[src/rtl/bcd_wrap_divider_if.sv]
// Digit-in / carry-out bundle between the mod-10 counter and the wrap divider.
// master drives digit_i/clr_err_i; slave returns carry/tens/tc/div/seq_err.
interface bcd_wrap_divider_if;
    logic [3:0] digit_i;
    logic       clr_err_i;
    logic       carry_o;
    logic [3:0] tens_o;
    logic       tc_o;
    logic       div_o;
    logic       seq_err_o;

    modport master (
        output digit_i,
        output clr_err_i,
        input  carry_o,
        input  tens_o,
        input  tc_o,
        input  div_o,
        input  seq_err_o
    );

    modport slave (
        input  digit_i,
        input  clr_err_i,
        output carry_o,
        output tens_o,
        output tc_o,
        output div_o,
        output seq_err_o
    );
endinterface

[src/rtl/bcd_wrap_divider.sv]
// Wrap divider behind a mod-10 counter: carry per 9->0, mod-TENS_MOD tens,
// tc/div per tens wrap, sticky step-sequence error.
// Ports: clk_i, rst_n_i (async low), bus (slave): digit_i, clr_err_i in;
//        carry_o, tens_o, tc_o, div_o, seq_err_o out.
module bcd_wrap_divider #(
    parameter int unsigned TENS_MOD = 10
) (
    input  logic               clk_i,
    input  logic               rst_n_i,
    bcd_wrap_divider_if.slave  bus
);

    typedef enum logic [1:0] {
        S_INIT,
        S_TRACK,
        S_ERR
    } state_t;

    localparam logic [3:0] TENS_LAST = 4'(TENS_MOD - 1);
    localparam logic [3:0] DIGIT_MAX = 4'd9;

    state_t     state_q;
    state_t     state_d;
    logic [3:0] prev_q;
    logic       carry_q;
    logic       carry_d;
    logic       tc_q;
    logic       tc_d;
    logic [3:0] tens_q;
    logic [3:0] tens_d;
    logic       div_q;
    logic       div_d;
    logic       err_q;
    logic       err_d;

    logic       digit_ok;
    logic       step_hold;
    logic       step_inc;
    logic       step_wrap;
    logic       step_ok;
    logic       tens_wrap;

    // Step classification against the digit seen on the previous edge.
    assign digit_ok  = (bus.digit_i <= DIGIT_MAX);
    assign step_hold = (bus.digit_i == prev_q);
    assign step_inc  = (prev_q < DIGIT_MAX)
                     && (bus.digit_i == prev_q + 4'd1);
    assign step_wrap = (prev_q == DIGIT_MAX)
                     && (bus.digit_i == 4'd0);
    assign step_ok   = digit_ok
                     && (step_hold || step_inc || step_wrap);
    assign tens_wrap = (tens_q == TENS_LAST);

    always_comb begin
        state_d = state_q;
        carry_d = 1'b0;
        tc_d    = 1'b0;
        tens_d  = tens_q;
        div_d   = div_q;
        err_d   = err_q;

        unique case (state_q)
            S_INIT: begin
                // No previous digit to compare against yet.
                if (digit_ok) begin
                    state_d = S_TRACK;
                end else begin
                    state_d = S_ERR;
                    err_d   = 1'b1;
                end
            end
            S_TRACK: begin
                // An illegal step beats both a wrap and clr_err_i.
                if (!step_ok) begin
                    state_d = S_ERR;
                    err_d   = 1'b1;
                end else if (step_wrap) begin
                    carry_d = 1'b1;
                    if (tens_wrap) begin
                        tens_d = 4'd0;
                        tc_d   = 1'b1;
                        div_d  = ~div_q;
                    end else begin
                        tens_d = tens_q + 4'd1;
                    end
                end
            end
            S_ERR: begin
                // Counting stays frozen until software clears the flag.
                if (bus.clr_err_i) begin
                    state_d = S_INIT;
                    err_d   = 1'b0;
                end
            end
            default: begin
                state_d = S_INIT;
            end
        endcase
    end

    always_ff @(posedge clk_i or negedge rst_n_i) begin
        if (!rst_n_i) begin
            state_q <= S_INIT;
            prev_q  <= 4'd0;
            carry_q <= 1'b0;
            tc_q    <= 1'b0;
            tens_q  <= 4'd0;
            div_q   <= 1'b0;
            err_q   <= 1'b0;
        end else begin
            state_q <= state_d;
            prev_q  <= bus.digit_i;
            carry_q <= carry_d;
            tc_q    <= tc_d;
            tens_q  <= tens_d;
            div_q   <= div_d;
            err_q   <= err_d;
        end
    end

    assign bus.carry_o   = carry_q;
    assign bus.tens_o    = tens_q;
    assign bus.tc_o      = tc_q;
    assign bus.div_o     = div_q;
    assign bus.seq_err_o = err_q;

endmodule

[src/flat_wrapper.sv]
// flat-port wrapper written by rule: the top's interface ports become plain ports
module bcd_wrap_divider_flat 
#(
    parameter int unsigned TENS_MOD = 10
)
  (clk_i, rst_n_i, bus_digit_i, bus_clr_err_i, bus_carry_o, bus_tens_o, bus_tc_o, bus_div_o, bus_seq_err_o);
  bcd_wrap_divider_if bus_i ();
  input  logic clk_i;
  input  logic rst_n_i;
  input wire logic [$bits(bus_i.digit_i)-1:0] bus_digit_i;
  input wire logic [$bits(bus_i.clr_err_i)-1:0] bus_clr_err_i;
  output wire logic [$bits(bus_i.carry_o)-1:0] bus_carry_o;
  output wire logic [$bits(bus_i.tens_o)-1:0] bus_tens_o;
  output wire logic [$bits(bus_i.tc_o)-1:0] bus_tc_o;
  output wire logic [$bits(bus_i.div_o)-1:0] bus_div_o;
  output wire logic [$bits(bus_i.seq_err_o)-1:0] bus_seq_err_o;
  assign bus_i.digit_i = bus_digit_i;
  assign bus_i.clr_err_i = bus_clr_err_i;
  assign bus_carry_o = bus_i.carry_o;
  assign bus_tens_o = bus_i.tens_o;
  assign bus_tc_o = bus_i.tc_o;
  assign bus_div_o = bus_i.div_o;
  assign bus_seq_err_o = bus_i.seq_err_o;
  bcd_wrap_divider #(.TENS_MOD(TENS_MOD)) u_core (.clk_i(clk_i), .rst_n_i(rst_n_i), .bus(bus_i));
endmodule
[config.mk]
export PLATFORM = sky130hd
export DESIGN_NAME = bcd_wrap_divider_flat
export DESIGN_NICKNAME = d
export VERILOG_FILES = /design/src/rtl/bcd_wrap_divider_if.sv /design/src/rtl/bcd_wrap_divider.sv /design/src/flat_wrapper.sv
export SDC_FILE = /design/constraint.sdc
export NUM_CORES = 1
export LEC_CHECK = 0
export CORE_MARGIN = 2
export CORE_UTILIZATION = 52
export DETAILED_ROUTE_END_ITERATION = 16
export PLACE_DENSITY = 0.81
export SLEW_MARGIN = 0
export SYNTH_ARGS = -nofsm -noshare
export SYNTH_HDL_FRONTEND = slang
export SYNTH_SLANG_ARGS = --single-unit
[constraint.sdc]
create_clock -name clk_i -period 3.7 [get_ports clk_i]
set_input_delay 0.37 -clock clk_i [delete_from_list [all_inputs] [get_ports clk_i]]
set_output_delay 0.37 -clock clk_i [all_outputs]
set_load 0.005 [all_outputs]
==> results of run 1 <==
## cells by family (layout without fill, tap and decap cells)
family / after synthesis / in the layout / synth area share (%)
flops: 14 / 14 / 48.4
buf+inv: 5 / 23 / 2.59
mux: 3 / 3 / 4.49
simple gates: 20 / 20 / 19.2
fa+ha+maj: 3 / 3 / 5.18
xor+xnor: 10 / 10 / 12.1
compound gates: 9 / 9 / 8.12
## worst reg2reg max path, stage by stage (launching register included)
cell and delay, ns:
dfrtp_1 0.47, inv_1 0.07, ha_1 0.30, xor2_1 0.15
a2111oi_1 0.53, a211oi_1 0.18, mux2_2 0.29
## power by group
part | switching, mW | internal (mW)
Sequential | 0.0201 | 0.172
Clock | 0.0486 | 0.0598
Combinational | 0.0312 | 0.0454
Total | 0.0999 | 0.277
## state kept, by name, summed over array words and instances, names as in the netlist
register              count
u_core.state_q            2
u_core.prev_q             4
u_core.bus.tc_o           1
u_core.bus.seq_err_o      1
u_core.bus.carry_o        1
u_core.bus.tens_o         4
u_core.bus.div_o          1
## area by class of cell
class / instances / share of cell area [%]
clock buffers: 4 / 3.95
inverters: 5 / 2.04
well taps: 15 / 2.04
multi-input cells: 45 / 38.6
repair buffers: 14 / 15.2
flip-flops and latches: 14 / 38.1
## Yosys cell counts (all sizes together), types with 2 or more instances
cell type,count
dfrtp,14
xnor2,6
inv,5
nand3,5
nor2,5
xor2,4
a21oi,3
ha,3
mux2,2
nand2,2
nor2b,2
nor4b,2
o21ai,2
## routing by layer
layer | wire length [um] | GRT usage (%) | vias to the layer above
li1 | - | - | 254
met1 | 617 | 24.0 | 248
met2 | 648 | 30.9 | 10
met3 | 35 | 3.19 | 4
met4 | 17 | 7.26 | 0
met5 | 0 | 0 | -
## worst min-delay path by stage
stage / endpoint / slack [ns] / cells past startpoint
CTS: u_core.bus.div_o / 0.48 / 1
global route: u_core.bus.div_o / 0.50 / 1
detailed placement: u_core.bus.div_o / 0.47 / 1
global placement: u_core.bus.div_o / 0.46 / 1
floorplan: u_core.bus.carry_o / 0.07 / 0
finish: u_core.bus.carry_o / 0.47 / 1
## layout by cell type, fill, tap and decap left out, types with 2 or more instances in the layout
cell type        synthesis  layout
ha_1                     3       3
nor2b_1                  2       2
xnor2_1                  6       6
dfrtp_1                 14      14
o21ai_0                  2       2
clkbuf_4                 0       3
xor2_1                   4       4
nand3_1                  5       5
a21oi_1                  3       3
inv_1                    5       5
nor2_1                   5       5
clkdlybuf4s50_1          0      14
==> results.py, run 1 <==
metrics = {
    "sta": {
        "worst_slack_ns": 1.59,
        "slew_viol_final": 0,
        "finalClockSkew_ns": 0.00891,
        "tightestPinTransition_ns": 0.613,
        "finalHoldViolations": 0,
        "final.setup.tns_ns": 0,
        "fmax_ghz": 0.474,
        "period_needed_ns": 2.11,
        "max_slew_margin_pct": 59.0,
        "holdWs_ns": 0.469,
        "fin_crit_sh_pct": 57.1,
        "setup_viol": 0,
        "rsz0062_at_grt": "false",
    },
    "hold_path": {
        "hp-class": "in2async",
    },
    "clock_tree": {
        "clock_latency_ns": 0.28,
        "cts_resized": 0,
        "cts_tree": "yes",
        "hold_buffers": 0,
        "cts_setup_buffers": 0,
        "root_buffer": "clkbuf_4",
        "cts_made_buffers": 3,
        "clockBufferDepth": 2,
        "cts_htree_levels": 1,
        "cts.sinks": 14,
        "clk_pin_slew_ns": 0.09,
    },
    "synthesis": {
        "synthesis.area_um2": 724,
        "yosys_warnings": 0,
        "yosysUniqueCellTypes": 25,
        "ys_seq_elements": 14,
        "synth-seq-area-share_pct": 48.4,
        "async_flop_share_pct": 100,
        "syn_nets": 74,
        "syn_area_per_cell_um2": 11.3,
        "netlist.area_leader.share_pct": 48.4,
        "synth_edf_count": 0,
        "synth_flop_cell": "dfrtp_1",
        "syn_inst": 64,
        "synth_area_leaders": "dfrtp_1 48%, xnor2_1 7.3%, ha_1 5.2%",
        "yosys.area.top_type": "dfrtp_1",
    },
    "routing": {
        "drt-total-wl_um": 1320,
        "drc": 0,
        "ant_nets": 0,
        "initialDrtViolationCount": 8,
        "drtPass1Iterations": 4,
        "routed_via_density": 5.32,
        "vias": 516,
        "wire_per_inst_um": 13.6,
    },
    "floorplan": {
        "fp.dieW_um": 41.3,
        "pin_count": 15,
        "coreArea_um2": 1300,
        "fp-row-count": 13,
        "die_y_um": 41.3,
        "start_util_pct": 55.7,
        "dieArea_um2": 1710,
    },
    "cells_and_area": {
        "utilization_pct": 70.7,
        "fillCellCount": 100,
        "antennaDiodeCount": 0,
        "syn_to_final_growth_pct": 26.9,
        "multi_input_area_um2": 355,
        "layout.nets": 93,
        "regArea_um2": 350,
        "postLayoutCellArea_um2": 920,
        "fin_cells": 97,
        "drive_above_1_share_pct": 11.0,
    },
    "critical_path": {
        "endpoint_kind": "flip-flop",
        "r2r_cells": 6,
        "rr_startpoint": "u_core.prev_q[0]",
        "cp_num_cells": 6,
        "endpoint": "u_core.state_q[1]",
        "crit_slowest_cell": "a2111oi_1",
        "r2r_slack_ns": 1.59,
        "crit_fanout": 5,
        "crit_type": "reg2reg",
        "crit_required_ns": 3.86,
        "critical_path.cell_chain": "inv_1, ha_1, xor2_1, a2111oi_1, a211oi_1, mux2_2",
        "slowest_delay_ns": 0.53,
        "cp_top_family": "compound AO/OA/AOI/OAI gates",
        "start_kind": "flip-flop",
        "worst_ep_arrival_time_ns": 2.27,
        "r2r_end": "u_core.state_q[1]",
        "critPathBufInv": 1,
        "setup.worst_path.start": "u_core.prev_q[0]",
    },
    "placement": {
        "place_area_um2": 883,
        "gp_congestion": 0.850,
        "placedCellCount": 93,
        "pre_cts_slack_ns": 1.52,
        "port_buffers": 14,
        "hpwl_um": 1020,
    },
    "global_routing": {
        "antenna_found_initial": 0,
        "grt_first_pass_wirelength_um": 2040,
        "overflow": 0,
        "grt_pass1_vias": 473,
        "grt_max_degree": 15,
        "grt_usage_pct": 18.6,
    },
    "pwr": {
        "power_mw": 0.377,
        "irDropWorstVdd_mv": 0.273,
        "powerDensity_nw_per_um2": 410,
        "leakage_nw": 0.422,
    },
    "run_status": {
        "status": "finished, final reports clean",
    },
    "flow_run": {
        "cap_violations": 0,
    },
}
(Power assumes the default switching activity.)
==> inputs of run 2 (changes only) <==
--- a/config.mk
+++ b/config.mk
@@ -6,9 +6,9 @@
 export NUM_CORES = 1
 export LEC_CHECK = 0
 export CORE_MARGIN = 2
-export CORE_UTILIZATION = 52
+export CORE_UTILIZATION = 48
 export DETAILED_ROUTE_END_ITERATION = 16
-export PLACE_DENSITY = 0.81
+export PLACE_DENSITY = 0.76
 export SLEW_MARGIN = 0
 export SYNTH_ARGS = -nofsm -noshare
 export SYNTH_HDL_FRONTEND = slang
==> constraint.sdc (replaced) <==
create_clock -name clk_i -period 2.14 [get_ports clk_i]
set_input_delay 0.214 -clock clk_i [delete_from_list [all_inputs] [get_ports clk_i]]
set_output_delay 0.214 -clock clk_i [all_outputs]
set_load 0.005 [all_outputs]
==> results.py, run 2 (synthesis results as in run 1) <==
metrics = {
    "critical_path": {
        "crit_required_ns": 2.32,
        "start_kind": "flip-flop",
        "endpoint_kind": "flip-flop",
        "r2r_slack_ns": 0.26,
        "critical_path.cell_chain": "inv_1, ha_1, xor2_1, a2111oi_2, a211oi_1, mux2_2",
        "crit_type": "reg2reg",
        "r2r_cells": 6,
        "r2r_end": "u_core.state_q[1]",
        "crit_slowest_cell": "dfrtp_1",
        "rr_startpoint": "u_core.prev_q[1]",
        "worst_ep_arrival_time_ns": 2.06,
        "slowest_delay_ns": 0.42,
        "crit_fanout": 4,
    },
    "cells_and_area": {
        "layout.nets": 94,
        "syn_to_final_growth_pct": 28.8,
        "fillCellCount": 110,
        "mostFrequentLayoutCells": "14 x clkdlybuf4s50_1, 14 x dfrtp_1, 6 x xnor2_1",
        "fin_cells": 99,
        "antennaDiodeCount": 0,
        "drive_above_1_share_pct": 13.3,
    },
    "global_routing": {
        "grt_pass1_vias": 534,
        "overflow": 0,
        "grt_usage_pct": 17.0,
        "grt_first_pass_wirelength_um": 2260,
        "antenna_found_initial": 0,
        "grt_max_degree": 15,
    },
    "clock_tree": {
        "cts_tree": "yes",
        "cts.sinks": 14,
        "cts_setup_buffers": 0,
        "hold_buffers": 0,
        "clockBufferDepth": 2,
        "cts_made_buffers": 3,
        "clk_pin_slew_ns": 0.09,
        "cts_htree_levels": 1,
        "clock_latency_ns": 0.29,
        "root_buffer": "clkbuf_4",
    },
    "floorplan": {
        "dieArea_um2": 1840,
        "pin_count": 15,
        "start_util_pct": 49.8,
        "die_y_um": 42.9,
        "fp-row-count": 14,
        "coreArea_um2": 1450,
        "fp.dieW_um": 42.9,
    },
    "run_status": {
        "status": "finished, final reports clean",
    },
    "placement": {
        "gp_congestion": 0.796,
        "hpwl_um": 994,
        "placedCellCount": 95,
        "port_buffers": 14,
    },
    "sta": {
        "finalHoldViolations": 0,
        "setup_viol": 0,
        "holdWs_ns": 0.298,
        "finalClockSkew_ns": 0.00788,
        "fin_crit_sh_pct": 87.8,
        "fmax_ghz": 0.532,
        "tightestPinTransition_ns": 0.606,
        "final.setup.tns_ns": 0,
        "period_needed_ns": 1.88,
        "slew_viol_final": 0,
        "max_slew_margin_pct": 59.5,
        "rsz0062_at_grt": "false",
    },
    "pwr": {
        "leakage_nw": 0.427,
        "powerDensity_nw_per_um2": 709,
        "irDropWorstVdd_mv": 0.449,
    },
    "routing": {
        "drtPass1Iterations": 4,
        "ant_nets": 0,
        "vias": 548,
        "drc": 0,
        "routed_via_density": 5.54,
        "initialDrtViolationCount": 11,
        "wire_per_inst_um": 13.4,
        "drt-total-wl_um": 1330,
    },
    "hold_path": {
        "hp-class": "in2async",
    },
    "flow_run": {
        "cap_violations": 0,
    },
}
-- run 2: changes by cell type in the layout (fill, tap and decap cells not counted), sizes merged --
cell  previous run  this run
buf              0         1
-- run 2: report_power, final --
| part | internal, mW | switching, mW |
|---|---|---|
| Combinational | 0.0801 | 0.0574 |
| Sequential | 0.297 | 0.0336 |
| Clock | 0.104 | 0.0897 |
-- run 2: repair_timing --
item                                   in CTS  in global routing
endpoints found under the hold margin       0                  0
resized for setup                           0                  1
setup endpoints to repair                   0                  1
-- run 2: cell type report --
class                           count  area, um2  area share (%)
Multi-Input combinational cell     45        360            38.6
Clock buffer                        4       36.3            3.89
Timing Repair Buffer               15        148            15.8
Tap cell                           16       20.0            2.14
Inverter                            5       18.8            2.01
Sequential cell                    14        350            37.5
-- run 2: layer usage --
metal / track usage, % / vias to the layer above / wire, um
met5: 0 / - / 0
met4: 11.3 / 0 / 42
met3: 3.83 / 5 / 94
met2: 24.8 / 22 / 565
met1: 22.2 / 261 / 624
li1: - / 260 / -
-- run 2: worst max-delay path: cells and delay by family, from the launching register on --
| kind | cells | cell delay (ns) |
|---|---|---|
| buf+inv | 1 | 0.08 |
| flops | 1 | 0.42 |
| fa+ha+maj | 1 | 0.29 |
| xor+xnor | 1 | 0.15 |
| compound gates | 2 | 0.55 |
| mux | 1 | 0.28 |
-- run 2: stage by stage --
stage | power, mW | area, um2 | setup WS (ns) | utilization (%)
2_1_floorplan | 0.408 | 724 | 0.317 | -
3_3_place_gp | 0.468 | 892 | 0.178 | 61.4
3_5_place_dp | 0.470 | 892 | 0.126 | 61.4
4_1_cts | 0.665 | 928 | 0.182 | 63.9
5_1_grt | 0.694 | 933 | 0.116 | 64.2
6_report | 0.662 | 933 | 0.262 | 64.2
-- run 2: worst max path at each step --
stage                                    to  slack [ns]  cells past startpoint        startpoint
final                     u_core.state_q[1]        0.26                      6  u_core.prev_q[1]
after global routing      u_core.state_q[1]        0.12                      6  u_core.prev_q[1]
after CTS                 u_core.state_q[1]        0.18                      6  u_core.prev_q[1]
after detailed placement   u_core.bus.div_o        0.13                      6    bus_digit_i[3]
after global placement     u_core.bus.div_o        0.18                      6    bus_digit_i[3]
after floorplan           u_core.state_q[1]        0.32                      6  u_core.prev_q[0]
